[src/rtl/mc_control_fsm_pkg.sv]
// Shared CPU package: opcodes, FSM states, datapath select codes.
// Also carries the funct codes consumed by the ALU control unit.
package mc_control_fsm_pkg;

    typedef enum logic [3:0] {
        S_FETCH  = 4'd0,
        S_DECODE = 4'd1,
        S_MEMADR = 4'd2,
        S_MEMRD  = 4'd3,
        S_MEMWB  = 4'd4,
        S_MEMWR  = 4'd5,
        S_EXEC   = 4'd6,
        S_RWB    = 4'd7,
        S_BRANCH = 4'd8,
        S_JUMP   = 4'd9,
        S_ADDIEX = 4'd10,
        S_ADDIWB = 4'd11
    } state_e;

    localparam logic [5:0] OP_RTYPE = 6'b000000;
    localparam logic [5:0] OP_LW    = 6'b100011;
    localparam logic [5:0] OP_SW    = 6'b101011;
    localparam logic [5:0] OP_BEQ   = 6'b000100;
    localparam logic [5:0] OP_J     = 6'b000010;
    localparam logic [5:0] OP_ADDI  = 6'b001000;

    localparam logic [1:0] ALUOP_ADD   = 2'b00;
    localparam logic [1:0] ALUOP_SUB   = 2'b01;
    localparam logic [1:0] ALUOP_FUNCT = 2'b10;

    localparam logic [1:0] SRCB_REG    = 2'b00;
    localparam logic [1:0] SRCB_FOUR   = 2'b01;
    localparam logic [1:0] SRCB_IMM    = 2'b10;
    localparam logic [1:0] SRCB_IMMSH  = 2'b11;

    localparam logic [1:0] PCSRC_ALU    = 2'b00;
    localparam logic [1:0] PCSRC_ALUOUT = 2'b01;
    localparam logic [1:0] PCSRC_JUMP   = 2'b10;

    localparam logic [5:0] FUNCT_ADD = 6'b100000;
    localparam logic [5:0] FUNCT_SUB = 6'b100010;
    localparam logic [5:0] FUNCT_AND = 6'b100100;
    localparam logic [5:0] FUNCT_OR  = 6'b100101;
    localparam logic [5:0] FUNCT_SLT = 6'b101010;

    typedef struct packed {
        logic       pc_write;
        logic       pc_write_cond;
        logic       iord;
        logic       mem_read;
        logic       mem_write;
        logic       mem_to_reg;
        logic       ir_write;
        logic       alu_src_a;
        logic       reg_write;
        logic       reg_dst;
        logic [1:0] alu_op;
        logic [1:0] alu_src_b;
        logic [1:0] pc_source;
    } ctrl_t;

    function automatic logic op_legal(logic [5:0] op);
        case (op)
            OP_RTYPE, OP_LW, OP_SW,
            OP_BEQ, OP_J, OP_ADDI: return 1'b1;
            default:               return 1'b0;
        endcase
    endfunction

endpackage

[src/rtl/mc_control_fsm_if.sv]
// Controller <-> datapath bundle: opcode and memory handshake in,
// strobes, selects and debug/status out.
interface mc_control_fsm_if #(
    parameter int CNT_W = 16
) ();
    logic [5:0]       i_opcode;
    logic             i_mem_ready;
    logic             o_PCWrite;
    logic             o_PCWriteCond;
    logic             o_IorD;
    logic             o_MemRead;
    logic             o_MemWrite;
    logic             o_MemtoReg;
    logic             o_IRWrite;
    logic             o_ALUSrcA;
    logic             o_RegWrite;
    logic             o_RegDst;
    logic [1:0]       o_ALUOp;
    logic [1:0]       o_ALUSrcB;
    logic [1:0]       o_PCSource;
    logic [3:0]       o_state;
    logic             o_illegal;
    logic [CNT_W-1:0] o_retired;

    modport master (
        output i_opcode, i_mem_ready,
        input  o_PCWrite, o_PCWriteCond, o_IorD, o_MemRead,
        input  o_MemWrite, o_MemtoReg, o_IRWrite, o_ALUSrcA,
        input  o_RegWrite, o_RegDst, o_ALUOp, o_ALUSrcB,
        input  o_PCSource, o_state, o_illegal, o_retired
    );

    modport slave (
        input  i_opcode, i_mem_ready,
        output o_PCWrite, o_PCWriteCond, o_IorD, o_MemRead,
        output o_MemWrite, o_MemtoReg, o_IRWrite, o_ALUSrcA,
        output o_RegWrite, o_RegDst, o_ALUOp, o_ALUSrcB,
        output o_PCSource, o_state, o_illegal, o_retired
    );
endinterface

[src/rtl/mc_ctrl_decode.sv]
// Moore output decode for the multicycle controller; only the FETCH
// IR/PC write strobes look at the memory handshake.
module mc_ctrl_decode
    import mc_control_fsm_pkg::*;
(
    input  state_e state_i,
    input  logic   mem_ready_i,
    output ctrl_t  ctrl_o
);

    always_comb begin
        ctrl_o = '0;
        case (state_i)
            S_FETCH: begin
                ctrl_o.mem_read  = 1'b1;
                ctrl_o.alu_src_b = SRCB_FOUR;
                ctrl_o.alu_op    = ALUOP_ADD;
                ctrl_o.pc_source = PCSRC_ALU;
                ctrl_o.ir_write  = mem_ready_i;
                ctrl_o.pc_write  = mem_ready_i;
            end
            S_DECODE: begin
                ctrl_o.alu_src_b = SRCB_IMMSH;
                ctrl_o.alu_op    = ALUOP_ADD;
            end
            S_MEMADR, S_ADDIEX: begin
                ctrl_o.alu_src_a = 1'b1;
                ctrl_o.alu_src_b = SRCB_IMM;
                ctrl_o.alu_op    = ALUOP_ADD;
            end
            S_MEMRD: begin
                ctrl_o.mem_read = 1'b1;
                ctrl_o.iord     = 1'b1;
            end
            S_MEMWB: begin
                ctrl_o.reg_write  = 1'b1;
                ctrl_o.mem_to_reg = 1'b1;
            end
            S_MEMWR: begin
                ctrl_o.mem_write = 1'b1;
                ctrl_o.iord      = 1'b1;
            end
            S_EXEC: begin
                ctrl_o.alu_src_a = 1'b1;
                ctrl_o.alu_src_b = SRCB_REG;
                ctrl_o.alu_op    = ALUOP_FUNCT;
            end
            S_RWB: begin
                ctrl_o.reg_write = 1'b1;
                ctrl_o.reg_dst   = 1'b1;
            end
            S_BRANCH: begin
                ctrl_o.alu_src_a     = 1'b1;
                ctrl_o.alu_src_b     = SRCB_REG;
                ctrl_o.alu_op        = ALUOP_SUB;
                ctrl_o.pc_write_cond = 1'b1;
                ctrl_o.pc_source     = PCSRC_ALUOUT;
            end
            S_JUMP: begin
                ctrl_o.pc_write  = 1'b1;
                ctrl_o.pc_source = PCSRC_JUMP;
            end
            S_ADDIWB: begin
                ctrl_o.reg_write = 1'b1;
            end
            default: ;
        endcase
    end

endmodule

[src/rtl/mc_control_fsm.sv]
// Multicycle MIPS-style main controller: state register, next-state
// logic and retired-instruction counter.
module mc_control_fsm
    import mc_control_fsm_pkg::*;
#(
    parameter int CNT_W = 16
) (
    input  logic            i_clk,
    input  logic            i_reset,
    mc_control_fsm_if.slave bus
);

    state_e           state_q, state_d;
    logic [CNT_W-1:0] retired_q, retired_d;
    logic             retire;
    logic             rdy;
    logic [5:0]       op;
    ctrl_t            ctrl;

    assign rdy = bus.i_mem_ready;
    assign op  = bus.i_opcode;

    always_comb begin
        state_d = S_FETCH;
        retire  = 1'b0;
        case (state_q)
            S_FETCH:  state_d = rdy ? S_DECODE : S_FETCH;
            S_DECODE: begin
                case (op)
                    OP_RTYPE:     state_d = S_EXEC;
                    OP_LW, OP_SW: state_d = S_MEMADR;
                    OP_BEQ:       state_d = S_BRANCH;
                    OP_J:         state_d = S_JUMP;
                    OP_ADDI:      state_d = S_ADDIEX;
                    default:      state_d = S_FETCH;
                endcase
            end
            S_MEMADR: state_d = (op == OP_LW) ? S_MEMRD : S_MEMWR;
            S_MEMRD:  state_d = rdy ? S_MEMWB : S_MEMRD;
            S_MEMWR: begin
                state_d = rdy ? S_FETCH : S_MEMWR;
                retire  = rdy;
            end
            S_EXEC:   state_d = S_RWB;
            S_ADDIEX: state_d = S_ADDIWB;
            S_MEMWB, S_RWB, S_BRANCH,
            S_JUMP, S_ADDIWB: retire = 1'b1;
            default:  state_d = S_FETCH;
        endcase
        retired_d = retire ? retired_q + 1'b1 : retired_q;
    end

    always_ff @(posedge i_clk) begin
        if (i_reset) begin
            state_q   <= S_FETCH;
            retired_q <= '0;
        end else begin
            state_q   <= state_d;
            retired_q <= retired_d;
        end
    end

    mc_ctrl_decode u_decode (
        .state_i     (state_q),
        .mem_ready_i (rdy),
        .ctrl_o      (ctrl)
    );

    // Side-effecting strobes are held off for the whole reset cycle.
    assign bus.o_PCWrite     = ctrl.pc_write      & ~i_reset;
    assign bus.o_PCWriteCond = ctrl.pc_write_cond & ~i_reset;
    assign bus.o_MemRead     = ctrl.mem_read      & ~i_reset;
    assign bus.o_MemWrite    = ctrl.mem_write     & ~i_reset;
    assign bus.o_IRWrite     = ctrl.ir_write      & ~i_reset;
    assign bus.o_RegWrite    = ctrl.reg_write     & ~i_reset;
    assign bus.o_IorD        = ctrl.iord;
    assign bus.o_MemtoReg    = ctrl.mem_to_reg;
    assign bus.o_ALUSrcA     = ctrl.alu_src_a;
    assign bus.o_RegDst      = ctrl.reg_dst;
    assign bus.o_ALUOp       = ctrl.alu_op;
    assign bus.o_ALUSrcB     = ctrl.alu_src_b;
    assign bus.o_PCSource    = ctrl.pc_source;
    assign bus.o_state       = state_q;
    assign bus.o_retired     = retired_q;
    assign bus.o_illegal     = (state_q == S_DECODE) & ~op_legal(op)
                             & ~i_reset;

endmodule
[src/flat_wrapper.sv]
// flat-port wrapper written by rule: the top's interface ports become plain ports
module mc_control_fsm_flat import mc_control_fsm_pkg::*;
#(
    parameter int CNT_W = 16
)
  (i_clk, i_reset, bus_i_opcode, bus_i_mem_ready, bus_o_PCWrite, bus_o_PCWriteCond, bus_o_IorD, bus_o_MemRead, bus_o_MemWrite, bus_o_MemtoReg, bus_o_IRWrite, bus_o_ALUSrcA, bus_o_RegWrite, bus_o_RegDst, bus_o_ALUOp, bus_o_ALUSrcB, bus_o_PCSource, bus_o_state, bus_o_illegal, bus_o_retired);
  mc_control_fsm_if #(.CNT_W(CNT_W)) bus_i ();
  input  logic i_clk;
  input  logic i_reset;
  input wire logic [$bits(bus_i.i_opcode)-1:0] bus_i_opcode;
  input wire logic [$bits(bus_i.i_mem_ready)-1:0] bus_i_mem_ready;
  output wire logic [$bits(bus_i.o_PCWrite)-1:0] bus_o_PCWrite;
  output wire logic [$bits(bus_i.o_PCWriteCond)-1:0] bus_o_PCWriteCond;
  output wire logic [$bits(bus_i.o_IorD)-1:0] bus_o_IorD;
  output wire logic [$bits(bus_i.o_MemRead)-1:0] bus_o_MemRead;
  output wire logic [$bits(bus_i.o_MemWrite)-1:0] bus_o_MemWrite;
  output wire logic [$bits(bus_i.o_MemtoReg)-1:0] bus_o_MemtoReg;
  output wire logic [$bits(bus_i.o_IRWrite)-1:0] bus_o_IRWrite;
  output wire logic [$bits(bus_i.o_ALUSrcA)-1:0] bus_o_ALUSrcA;
  output wire logic [$bits(bus_i.o_RegWrite)-1:0] bus_o_RegWrite;
  output wire logic [$bits(bus_i.o_RegDst)-1:0] bus_o_RegDst;
  output wire logic [$bits(bus_i.o_ALUOp)-1:0] bus_o_ALUOp;
  output wire logic [$bits(bus_i.o_ALUSrcB)-1:0] bus_o_ALUSrcB;
  output wire logic [$bits(bus_i.o_PCSource)-1:0] bus_o_PCSource;
  output wire logic [$bits(bus_i.o_state)-1:0] bus_o_state;
  output wire logic [$bits(bus_i.o_illegal)-1:0] bus_o_illegal;
  output wire logic [$bits(bus_i.o_retired)-1:0] bus_o_retired;
  assign bus_i.i_opcode = bus_i_opcode;
  assign bus_i.i_mem_ready = bus_i_mem_ready;
  assign bus_o_PCWrite = bus_i.o_PCWrite;
  assign bus_o_PCWriteCond = bus_i.o_PCWriteCond;
  assign bus_o_IorD = bus_i.o_IorD;
  assign bus_o_MemRead = bus_i.o_MemRead;
  assign bus_o_MemWrite = bus_i.o_MemWrite;
  assign bus_o_MemtoReg = bus_i.o_MemtoReg;
  assign bus_o_IRWrite = bus_i.o_IRWrite;
  assign bus_o_ALUSrcA = bus_i.o_ALUSrcA;
  assign bus_o_RegWrite = bus_i.o_RegWrite;
  assign bus_o_RegDst = bus_i.o_RegDst;
  assign bus_o_ALUOp = bus_i.o_ALUOp;
  assign bus_o_ALUSrcB = bus_i.o_ALUSrcB;
  assign bus_o_PCSource = bus_i.o_PCSource;
  assign bus_o_state = bus_i.o_state;
  assign bus_o_illegal = bus_i.o_illegal;
  assign bus_o_retired = bus_i.o_retired;
  mc_control_fsm #(.CNT_W(CNT_W)) u_core (.i_clk(i_clk), .i_reset(i_reset), .bus(bus_i));
endmodule
[config.mk]
export PLATFORM = sky130hd
export DESIGN_NAME = mc_control_fsm_flat
export DESIGN_NICKNAME = d
export VERILOG_FILES = /design/src/rtl/mc_control_fsm_pkg.sv /design/src/rtl/mc_control_fsm_if.sv /design/src/rtl/mc_ctrl_decode.sv /design/src/rtl/mc_control_fsm.sv /design/src/flat_wrapper.sv
export SDC_FILE = /design/constraint.sdc
export NUM_CORES = 1
export LEC_CHECK = 0
export CAP_MARGIN = 20
export CORE_AREA = 2 2 55 62
export CTS_BUF_LIST = sky130_fd_sc_hd__clkbuf_8
export DETAILED_ROUTE_END_ITERATION = 7
export DIE_AREA = 0 0 57 64
export PLACE_DENSITY = 0.79
export RECOVER_POWER = 100
export SYNTH_ARGS = -nofsm -noshare
export SYNTH_HDL_FRONTEND = slang
export SYNTH_SLANG_ARGS = --single-unit
[constraint.sdc]
create_clock -name i_clk -period 1.9 [get_ports i_clk]
set_clock_uncertainty 0.2 [all_clocks]
set_input_delay 0.285 -clock i_clk [delete_from_list [all_inputs] [get_ports i_clk]]
set_output_delay 0.285 -clock i_clk [all_outputs]
set_load 0.03 [all_outputs]
# Word-level counts from Yosys, hierarchy flattened
# Cells that the tools add are included.
# Widths: inputs -> output; s select.
# classes
add_sub_neg	1
n_eq_ne	16
muxes	20
n_bitwise	10
reduce_logical	10
# op_table
operator	count
$pmux 4 s5	2
$pmux 4 s7	1
$add 16x1->16 const B	1
$eq 4x3->1 const B	4
$eq 4x4->1 const B	4
$eq 6x6->1 const B	2
$mux 1	11
$mux 3	3
$and 1x1->1	8
$eq 4x2->1 const B	2
$reduce_or 2->1	4
$eq 6x2->1 const B	1
$eq 6x3->1 const B	1
$eq 6x4->1 const B	1
$logic_not 6->1	1
$reduce_or 6->1	1
$reduce_or 5->1	1
$eq 4x1->1 const B	1
$logic_not 4->1	1
$pmux 1 s2	2
$pmux 2 s2	1
$reduce_or 4->1	1
$reduce_or 3->1	1
$not 1->1	2
# totals
register_bits	20
input_bits	9
out_inout_bits	37
wordCells	59

# Depth between registers and ports, before layout
# Gate-level depths: netlist of the first run.
# logic_depth
depth_word	6
ltp_mapped	7
mapped_depth_nobuf	4

# Hierarchy
# From an unflattened synthesis of the first run, not the netlist that was laid out.
# unflattened
cells_unflattened	189
area_unflattened_um2	1473.9
# by_module_without_submodules
mod	n_inst	cells_per_inst	area_per_inst_um2
mc_control_fsm	1	157	1273.7
mc_ctrl_decode	1	32	200.2

# Worst setup path before layout of the first run
# No wires, ideal clock.
# synth_timing
path_type	reg-to-output
start	register u_core.state_q[2], in the netlist u_core.bus.o_state[2]
end	output bus_o_PCWrite
arrival_ns	2.013
required_time_ns	1.415
slack_ns	-0.598
path_stages_with_launch	5
path_buffers	1
cell_sequence	dfxtp_1 -> buf_4 -> or2_2 -> nor3_1 -> or2_2
# synth_between
elab_chain_len	3
# synth_lines
item	line	source
start: declaration	mc_control_fsm.sv:13	state_e state_q, state_d;
start signal: assignment	mc_control_fsm.sv:58	state_q <= state_d;
$eq 4x4->1 or $logic_not 4->1 (tied branches)	mc_ctrl_decode.sv:13	case (state_i)
$pmux 1 s2 *	mc_ctrl_decode.sv:13	
$and 1x1->1 *	mc_control_fsm.sv:70	assign bus.o_PCWrite = ctrl.pc_write & ~i_reset;
end: declaration	flat_wrapper.sv:12	output wire logic [$bits(bus_i.o_PCWrite)-1:0] bus_o_PCWrite;
# Mark *: on every way between the ends. The rest lies on a longest branch, timed or not.

# Worst setup path in the final report of the first run
# layout_timing
start	register u_core.state_q[0], in the netlist u_core.bus.o_state[0]
end	output bus_o_RegWrite
# layout_between
elab_chain_len	4
# layout_lines
item	line	source
$eq 4x3->1 or $eq 4x4->1 (tied branches)	mc_ctrl_decode.sv:13	
$reduce_or 3->1 (no line) *	-	
$mux 1 *	mc_ctrl_decode.sv:13	
$and 1x1->1 *	mc_control_fsm.sv:75	assign bus.o_RegWrite = ctrl.reg_write & ~i_reset;
end: declaration	flat_wrapper.sv:20	output wire logic [$bits(bus_i.o_RegWrite)-1:0] bus_o_RegWrite;
# Marks and branches as above.

==> reports/summary.log, run 1 <==
INFO  yosys          synth_edf_count=0
INFO  yosys          synthSimpleGateAreaFrac=33.9%
INFO  timing         final-setup-viol-count=14
INFO  layout         finalNonFillerCells=288
INFO  setup_path     timing.critical_path.mode_cell=buf_4
INFO  setup_path     critical_path.top_delay_family=buffers and inverters
INFO  layout         area_growth=82.5%
INFO  route          route.antenna.remaining_nets=0
INFO  layout         fillCellCount=175
INFO  floorplan      die_w=57um
INFO  floorplan      fp-row-count=21
INFO  power          power.leakage=0.965nW
INFO  yosys          mux_share_of_post_synthesis_cell_area=0.732%
INFO  yosys          ys.warnings.count=0
INFO  worst_hold_path hold_end=u_core.bus.o_state[3]
INFO  grt            globalRouteTotalUtil=22.6%
INFO  route          drc=0
INFO  yosys          yosys_register_bits=20
INFO  timing         timing_max_transition_violations_final=0
INFO  setup_path     worst_setup_path_start_kind=flop
INFO  grt            grt_pass1_vias=1496
INFO  place          globalplace.congestion=0.850
INFO  grt            antenna_found_initial=0
INFO  clocking       cts.sink_count=20
INFO  route          detail_route.vias_per_cell=6.43
INFO  place          dp.final_hpwl=3040um
INFO  setup_path     worst_r2r_path_depth=6
INFO  clocking       tritoncts.num_buffers=3
INFO  route          detail_route.iter0.violations=127
INFO  timing         endpoints_failing_hold=0
INFO  setup_path     worst-r2r-setup-slack=-60ps
INFO  yosys          primary_flip_flop_cell_chosen_by_synthesis_mapping=dfxtp_1
INFO  clocking       clock_path_buffers=2
INFO  setup_path     required=1410ps
INFO  yosys          yosys.area_share.adder=0.915%
INFO  layout         final_layout_size_suffix_gt1_share=47.2%
INFO  setup_path     buf_inv_stages_crit_path=4
INFO  grt            wire_length_of_the_first_global_routing_pass=6770um
INFO  place          placed_cells_incl_taps=269
INFO  layout         final_net_count=265
INFO  yosys          synth.cell_area=0.00137mm2
INFO  yosys          synth_sequential_area_ratio=29.3%
INFO  route          via_count=1851
INFO  setup_path     rr_endpoint=u_core.bus.o_retired[12]
INFO  timing         worst_slew_margin=72.6%
INFO  power          ratio_of_total_power_to_cell_area=399mW/mm2
INFO  timing         final_critical_path_setup_slack=-126ps
INFO  yosys          post_synth.cell_area_avg=7.56um2
INFO  setup_path     critical_path.max_stage_delay=350ps
INFO  setup_path     timing.rr.start=u_core.bus.o_state[1]
INFO  yosys          synth_unique_cells=41
INFO  flow_run       max-cap-violations=0
INFO  timing         post_route_minimum_period=2030ps
INFO  grt            global_route.overflow_total=0
INFO  yosys          post_synth_xor_area_fraction=2.56%
INFO  floorplan      effective_utilization_at_floorplan=45.7%
INFO  worst_hold_path min-delay-start=bus_i_opcode[5]
INFO  floorplan      chipHeight=64um
INFO  clocking       worst_setup_hold_path_clk_slew=80ps
INFO  timing         unrepaired_setup_endpoints_after_global_routing=yes
INFO  floorplan      placeable_core_region=0.00300mm2
INFO  worst_hold_path worst_hold_path_type=in -> reg
INFO  clocking       cts_htree_levels=1
INFO  setup_path     critical_path_arrival=1540ps
INFO  yosys          post-synth-top-area-cell=dfxtp_1
INFO  timing         setup_total_negative_slack=-727ps
INFO  setup_path     cpMaxStageDelayCell=dfxtp_2
INFO  outcome        run_status=finished, violations left
INFO  floorplan      die-area=0.00365mm2
INFO  setup_path     cp_cell_sequence=buf_6 -> buf_12 -> buf_4 -> nand2_2 -> a21oi_2 -> o21a_4 -> buf_4
INFO  yosys          synth_fp_nets=191
INFO  place          placed_cell_area=0.00204mm2
INFO  route          firstDrtPassIters=5
INFO  route          drt_wl_total=5920um
INFO  timing         tightestPinTransition=411ps
INFO  grt            pin_count_of_the_biggest_net_entering_global_routing=27
INFO  yosys          synth_top_family_by_area=simple AND/OR/NAND/NOR gates
INFO  timing         timing.fmax=0.494GHz
INFO  setup_path     path_max_fanout=6
INFO  clocking       hold_buffers=0
INFO  timing         final.hold.worst_slack=257ps
INFO  yosys          post_synth_inst_count=181
INFO  place          portBuffers=45
INFO  clocking       tritoncts=built
INFO  yosys          synth.most_common_cell=dfxtp_1
INFO  setup_path     classification_of_the_worst_setup_path=reg -> out
INFO  outcome        violations_in_the_final_reports=setup timing
INFO  power          peakVddDrop=0.502mV
INFO  setup_path     critPathCaptureType=output port
INFO  yosys          netlist_top_cells_area=dfxtp_1 (29%), a21oi_1 (7.0%), o31ai_1 (4.4%)
INFO  yosys          yosys-top-cells-count=dfxtp_1 (20), a21oi_1 (19), nor2_1 (13)
INFO  layout         diodes=0
INFO  clocking       cts_root_buf=clkbuf_8
INFO  yosys          netlist.area_leader.share=29.3%
INFO  timing         layout_worst_path_cycle_share=107%
INFO  yosys          synth_compound_gate_area_share=25.7%
INFO  yosys          synthArstFlopShare=0%
INFO  route          route.detailed.wl_per_inst=20.6um
INFO  layout         layout.cell_area.non_filler=0.00250mm2
INFO  worst_hold_path hold_depth=5
INFO  clocking       clk-insertion-delay-late=270ps
INFO  layout         fin_util=83.3%
INFO  floorplan      pin_count=46
-- cell type report --
type	count	area, um2	share of cell area [%]
clock buffer	4	55.1	2.21
inverter	4	15.0	0.602
multi-input combinational	141	1120	45.0
sequential	20	405	16.2
tap	34	42.5	1.70
timing repair buffer	85	856	34.3
-- registers in the layout, summed over array words and instances (netlist names) --
name,count
u_core.bus.o_retired,16
u_core.bus.o_state,4
-- routing by layer --
layer | vias to the layer above | track usage, % | wire length, um
met4 | 0 | 4.94 | 140
met2 | 114 | 40.7 | 3050
met5 | - | 0 | 0
li1 | 828 | - | -
met1 | 893 | 28.4 | 2340
met3 | 16 | 3.04 | 394
-- power by group --
group | switching (mW) | leakage (nW) | total [mW] | internal, mW
Sequential | 0.00284 | 0.163 | 0.424 | 0.421
Clock | 0.155 | 0.0288 | 0.340 | 0.185
Combinational | 0.117 | 0.773 | 0.232 | 0.116
Total | 0.275 | 0.965 | 0.996 | 0.722
-- metrics by stage --
stage	setup WS, ps	power [mW]
2_1_floorplan	-4.38	0.521
3_3_place_gp	-764	0.592
3_5_place_dp	-820	0.596
4_1_cts	-204	0.919
5_1_grt	-165	1.02
6_report	-126	0.996
-- worst reg2reg max path: stages, from the launching register on --
cell and delay [ps]:
dfxtp_2 350, nand2b_4 130, buf_4 160, o2111ai_4 200, buf_12 190, or4_4 500, a21oi_1 150
-- what timing repair did --
item	4_1_cts	5_1_grt
setup endpoints to repair	25	21
gates cloned	0	4
pin swaps	4	25
buffers inserted	1	10
gates resized for setup	34	56
-- placed cells by master (no fill, tap or decap), drive strengths merged, types with 2 or more instances in the layout --
master	synthesis	layout
dfxtp	20	20
and3	3	3
nor4	5	5
o211ai	2	2
a211o	2	2
o21a	3	3
nand2	11	11
nor3	8	8
a21oi	19	19
and4	3	3
nor2b	3	3
o21ai	9	9
o2111ai	2	2
clkdlybuf4s50	0	12
or2	3	3
nand2b	5	5
o31ai	8	8
a211oi	3	3
buf	6	54
nor3b	2	2
nand3	8	8
dlygate4sd2	0	6
dlymetal6s2s	0	2
or3	7	7
inv	4	4
or4	7	7
nor2	13	13
nand4	2	2
clkbuf	10	15
xor2	3	3
-- kinds of logic (layout without fill, tap and decap cells) --
family	Yosys count	in the layout
flops	20	20
compound gates	53	53
simple gates	82	82
xor+xnor	4	4
fa+ha+maj	1	1
mux	1	1
buf+inv	20	93
-- worst max-delay path by stage --
stage                                from              to  slack, ps  cells past startpoint
floorplan           u_core.bus.o_state[2]   bus_o_PCWrite         -4                      4
global placement          bus_i_opcode[1]   bus_o_illegal       -760                      6
detailed placement        bus_i_opcode[1]   bus_o_illegal       -820                      6
CTS                       bus_i_opcode[1]   bus_o_illegal       -200                      7
global route        u_core.bus.o_state[0]   bus_o_PCWrite       -160                      7
finish              u_core.bus.o_state[0]  bus_o_RegWrite       -130                      7
(Power assumes the default switching activity.)
==> run 2: changes to the inputs <==
- PLACE_DENSITY: 0.79 -> 0.77
==> reports/summary.log, run 2 (same netlist as run 1, synthesis figures left out) <==
INFO  grt            global_route.overflow_total=0 [unchanged]
INFO  route          route.antenna.remaining_nets=0 [unchanged]
INFO  grt            pin_count_of_the_biggest_net_entering_global_routing=22 [-19%]
INFO  timing         timing_max_transition_violations_final=0 [unchanged]
INFO  timing         setup_total_negative_slack=-558ps [+169 ps]
INFO  setup_path     worstSetupEndpoint=bus_o_PCWrite
INFO  setup_path     worst_r2r_path_depth=4 [-2]
INFO  timing         endpoints_failing_hold=0 [unchanged]
INFO  setup_path     worst_setup_path_start_kind=flop
INFO  power          peakVddDrop=0.720mV [+43%]
INFO  layout         layout.cells.most_common=buf_4
INFO  place          portBuffers=45 [unchanged]
INFO  clocking       clock_path_buffers=2 [unchanged]
INFO  clocking       clk-insertion-delay-late=270ps [about the same]
INFO  clocking       cts_htree_levels=1 [unchanged]
INFO  route          route.detailed.wl_per_inst=20.4um [-0.85%]
INFO  power          post-layout-total-power=980uW [-1.6%]
INFO  layout         mostFrequentLayoutCells=buf_4 (39), buf_6 (19), dfxtp_1 (16)
INFO  timing         final_critical_path_setup_slack=-94.7ps [+31.3 ps]
INFO  power          ratio_of_total_power_to_cell_area=391mW/mm2 [-2.1%]
INFO  timing         unrepaired_setup_endpoints_after_global_routing=yes
INFO  grt            antenna_found_initial=0 [unchanged]
INFO  timing         post_route_minimum_period=1990ps [-31.3 ps]
INFO  clocking       cts.sink_count=20 [unchanged]
INFO  place          globalplace.congestion=0.818 [-3.8%]
INFO  layout         final_layout_size_suffix_gt1_share=46.2% [-1.1 points]
INFO  setup_path     required=1410ps [about the same]
INFO  place          dp.final_hpwl=3200um [+5.3%]
INFO  floorplan      effective_utilization_at_floorplan=45.7% [unchanged]
INFO  setup_path     timing.critical_path.from=u_core.bus.o_state[1]
INFO  timing         worst_slew_margin=73.7% [+1.1 points]
INFO  timing         final-setup-viol-count=9 [-5]
INFO  route          firstDrtPassIters=4 [-1]
INFO  floorplan      fp-row-count=21 [unchanged]
INFO  flow_run       max-cap-violations=0 [unchanged]
INFO  floorplan      die-area=0.00365mm2 [unchanged]
INFO  route          detail_route.iter0.violations=172 [+35%]
INFO  layout         diodes=0 [unchanged]
INFO  outcome        run_status=finished, violations left
INFO  floorplan      die_w=57um [unchanged]
INFO  worst_hold_path worst_hold_path_type=in -> reg
INFO  route          drc=0 [unchanged]
INFO  route          drt_wl_total=5990um [+1.2%]
INFO  timing         tightestPinTransition=395ps [-16.2 ps]
INFO  route          via_count=1896 [+2.4%]
INFO  layout         fin_util=83.8% [+0.42 points]
INFO  timing         layout_worst_path_cycle_share=105% [-1.6 points]
INFO  clocking       tritoncts=built
INFO  grt            globalRouteTotalUtil=30.0% [+7.4 points]
INFO  setup_path     classification_of_the_worst_setup_path=reg -> out
INFO  layout         final_net_count=271 [+2.3%]
INFO  clocking       tritoncts.num_buffers=3 [unchanged]
INFO  outcome        violations_in_the_final_reports=setup timing
INFO  setup_path     critPathCaptureType=output port
INFO  timing         timing.fmax=0.501GHz [+1.6%]
INFO  layout         largest_register_ff_count=16 [unchanged]
INFO  floorplan      placeable_core_region=0.00300mm2 [unchanged]
INFO  setup_path     path_max_fanout=5 [-1]
INFO  setup_path     critical_path_arrival=1510ps [-30 ps]
INFO  setup_path     worst-r2r-setup-slack=20ps [+80 ps]
INFO  power          power.leakage=0.948nW [-1.8%]
INFO  route          detail_route.vias_per_cell=6.45 [+0.34%]
INFO  layout         area_growth=83.4%
INFO  setup_path     rr_endpoint=u_core.bus.o_retired[12]
INFO  clocking       worst_setup_hold_path_clk_slew=80ps [about the same]
INFO  clocking       cts_root_buf=clkbuf_8
INFO  grt            grt_pass1_vias=1856 [+24%]
INFO  setup_path     timing.rr.start=u_core.bus.o_retired[1]
INFO  floorplan      pin_count=46 [unchanged]
INFO  grt            wire_length_of_the_first_global_routing_pass=8800um [+30%]
INFO  floorplan      chipHeight=64um [unchanged]
INFO  layout         fillCellCount=161 [-8.0%]
==> run 2: cell count changes in the layout (fill, tap and decap cells not counted), moves of 2 or more <==
| cell | delta |
|---|---|
| buf_12 | -5 |
| nand2_2 | -2 |
| or4_1 | +3 |
| o31ai_1 | +2 |
| o2111ai_4 | +2 |
| o31ai_2 | -2 |
| buf_6 | +6 |
| nor2_1 | -2 |
| buf_4 | +4 |
| or4_4 | -3 |
| clkbuf_16 | -4 |
| a21oi_1 | +4 |
| buf_8 | +3 |
| a21oi_2 | -4 |
==> run 2: through the flow <==
stage	cells	setup slack, ps	hold WS (ps)	instance area [um2]
2_1_floorplan	181	-4.38	252	1470
3_3_place_gp	272	-760	265	2060
3_5_place_dp	272	-861	275	2060
4_1_cts	292	-129	246	2360
5_1_grt	294	-150	233	2510
6_report	294	-94.7	218	2510
==> run 2: worst min path at each step <==
stage / startpoint / end / slack [ps] / cells past startpoint
floorplan: bus_i_opcode[4] / u_core.bus.o_state[1] / 250 / 3
global placement: u_core.bus.o_retired[15] / u_core.bus.o_retired[15] / 260 / 2
detailed placement: u_core.bus.o_retired[15] / u_core.bus.o_retired[15] / 270 / 2
CTS: bus_i_opcode[5] / u_core.bus.o_state[1] / 250 / 5
global route: bus_i_opcode[5] / u_core.bus.o_state[1] / 230 / 5
finish: bus_i_opcode[5] / u_core.bus.o_state[1] / 220 / 5
==> run 2: timing repair <==
action                     CTS  global route
buffers inserted            14             2
pin swaps                   14            16
gates resized for setup     62            47
hold buffers                 0             0
setup endpoints to repair   30            33
cloned                       2             0
==> run 2: layout make-up <==
| type | instances | area, um2 | share of cell area (%) |
|---|---|---|---|
| sequential | 20 | 408 | 16.3 |
| inverter | 4 | 15.0 | 0.599 |
| timing repair buffer | 89 | 795 | 31.7 |
| tap | 34 | 42.5 | 1.70 |
| multi-input combinational | 143 | 1190 | 47.6 |
| clock buffer | 4 | 55.1 | 2.19 |
==> run 2: layer usage <==
metal / up-vias / global-route usage [%] / part of all wire (%)
met2: 106 / 54.0 / 52
met5: - / 0 / 0
met1: 933 / 35.0 / 39
met4: 0 / 11.0 / 3.1
met3: 19 / 5.06 / 5.8
li1: 838 / - / -
==> run 2: critical path, cell delays in order (launching register included) <==
cell and delay [ps]:
dfxtp_2 330, nand2b_4 140, buf_4 170, buf_4 160, nor3_1 170, or2_4 150, buf_6 120
==> run 2: where the power goes <==
group | total, mW | switching, mW | internal [mW]
registers | 0.424 | 0.00379 | 0.421
logic | 0.210 | 0.115 | 0.0947
clock network | 0.346 | 0.161 | 0.185
==> run 3: changes to the inputs <==
- ABC_CLOCK_PERIOD_IN_PS: unset -> 1900
==> results of run 3 <==
No change in the layout: final DEF, timing and power equal those of run 2.
==> patch, RTL diff (config.mk and constraints of run 3) <==
Reset style: asynchronous (`i_reset`), changed in one clocked block.
--- a/src/rtl/mc_control_fsm.sv
+++ b/src/rtl/mc_control_fsm.sv
@@ -50,7 +50,7 @@
         retired_d = retire ? retired_q + 1'b1 : retired_q;
     end
 
-    always_ff @(posedge i_clk) begin
+    always_ff @(posedge i_clk or posedge i_reset) begin
         if (i_reset) begin
             state_q   <= S_FETCH;
             retired_q <= '0;
Check against the original RTL: differs if i_reset is asserted again (counterexample within 4 cycles, from zero or initial values and one cycle with i_reset high); with i_reset held inactive, the same outputs for 10 cycles.
==> patch against run 3 <==
  * The run still ends with setup timing left
  * Highest routed layer unchanged
  * Via count decreased by 15%
  * Largest cell class unchanged
  * Routed wire length shrank 5.8%
  * Final area is 1.5% higher
  * Sequential cell count stayed put
  * Critical endpoint is now bus_o_illegal
  * Worst setup slack worse by 0.043 ns
  * Area after synthesis shrank 3.1%
  * Global-route usage shrank 2.4 points
Power is not compared: it rests on default switching activity, and its combinational part moved more than twofold at a synthesized area within 25%.
==> patch: results (changes against run 3) <==
Drt
  • WL met3: 180 um (-48%)
  • DRT iter0 DRCs: 101 (-41%)
  • WL met2: 3120 um (+0.32%)
  • Final WL: 5640 um (-5.8%)
  • DR vias: 1619 (-15%)

Worst setup path
  • FF-to-FF path depth: 6 (+2)
  • Worst-path maximum fanout: 6 (+1)

Cells and area
  • Layout Cells excl Fill: 271 (-7.8%)
  • Final net count: 248 (-8.5%)
  • Share of post-route cells with drive strength above 1: 0.511 (+0.0490)

Placement
  • Placed cell areas: 0.00210 mm2 (+2.1%)
  • Placer Congestion: 0.920 (+13%)
  • Post-place setup slack: -0.327 ns (+0.534 ns)
  • Post-DP HPWL: 3000 um (-6.2%)

Global route
  • First-pass GRT wire length: 7900 um (-10%)
  • Met1 usage: 0.333 (-0.0166)
  • GRT met3 Usage: 0.0364 (-0.0142)

Outcome
  • Failing checks: setup timing
  • Outcome: finished with violations

Hold path
  • Worst Hold Class: flop to flop

Yosys
  • Synth Area in XOR/XNOR: 0.112 (+0.0868)
  • Gate Count Post-Synth: 147 (-19%)
  • Top post-synthesis cells by area: dfrtp_1 38%, xor2_1 6.6%, xnor2_1 4.6%
  • Synth unique cells: 38 (-7.3%)
  • Sequential area share after synthesis: 0.378 (+0.0849)
  • Dominant synthesized flop cell: dfrtp_1

STA
  • Hold slack: 0.274 ns (+0.0554 ns)
  • PnR worst setup slack: -0.138 ns (-0.0431 ns)
  • Setup violations, final: 14 (+5)

Pwr
  • Total power: 1.70 mW
==> patch: cell types whose count changed after synthesis, sizes merged, moves of 7 or more <==
cell / delta
a21oi: -13
dfrtp: +20
dfxtp: -20
nor3: +7
o31ai: -8
or4: -7
xor2: +7
==> patch: worst max-delay path: stages (launching register included) <==
cell and delay (ns):
dfrtp_2 0.48, buf_6 0.16, nor3_4 0.25, and4_4 0.26, buf_6 0.13
==> patch: layout make-up <==
type	instances	area (um2)
Clock buffer	3	41.3
Clock inverter	1	30.0
Fill cell	157	449
Inverter	5	26.3
Multi-Input combinational cell	114	1070
Sequential cell	20	510
Tap cell	34	42.5
Timing Repair Buffer	94	822
==> patch: cells by family after synthesis <==
group | count (synthesis)
buffers and inverters | 13
adder cells (fa/ha/maj) | 1
flip-flops | 20
AO/OA/AOI/OAI | 23
AND/OR/NAND/NOR | 73
XOR/XNOR | 17
==> patch: timing repair <==
action / CTS / global route
resized for setup: 37 / 42
cloned: 0 / 0
pin swaps: 8 / 18
endpoints found under the setup margin: 23 / 29
buffers inserted: 11 / 7
==> patch: path summary, 6_finish.rpt <==
kind                                                        end                                 start
setup / recovery                                  bus_o_illegal       u_core.bus.o_state[2]$_DFF_PP0_
hold / removal             u_core.bus.o_retired[15]$_DFFE_PP0P_  u_core.bus.o_retired[15]$_DFFE_PP0P_
setup reg to reg           u_core.bus.o_retired[14]$_DFFE_PP0P_       u_core.bus.o_state[3]$_DFF_PP0_
max in group asynchronous       u_core.bus.o_state[0]$_DFF_PP0_                               i_reset
hold reg to reg            u_core.bus.o_retired[15]$_DFFE_PP0P_  u_core.bus.o_retired[15]$_DFFE_PP0P_
min in group asynchronous   u_core.bus.o_retired[0]$_DFFE_PP0P_                               i_reset
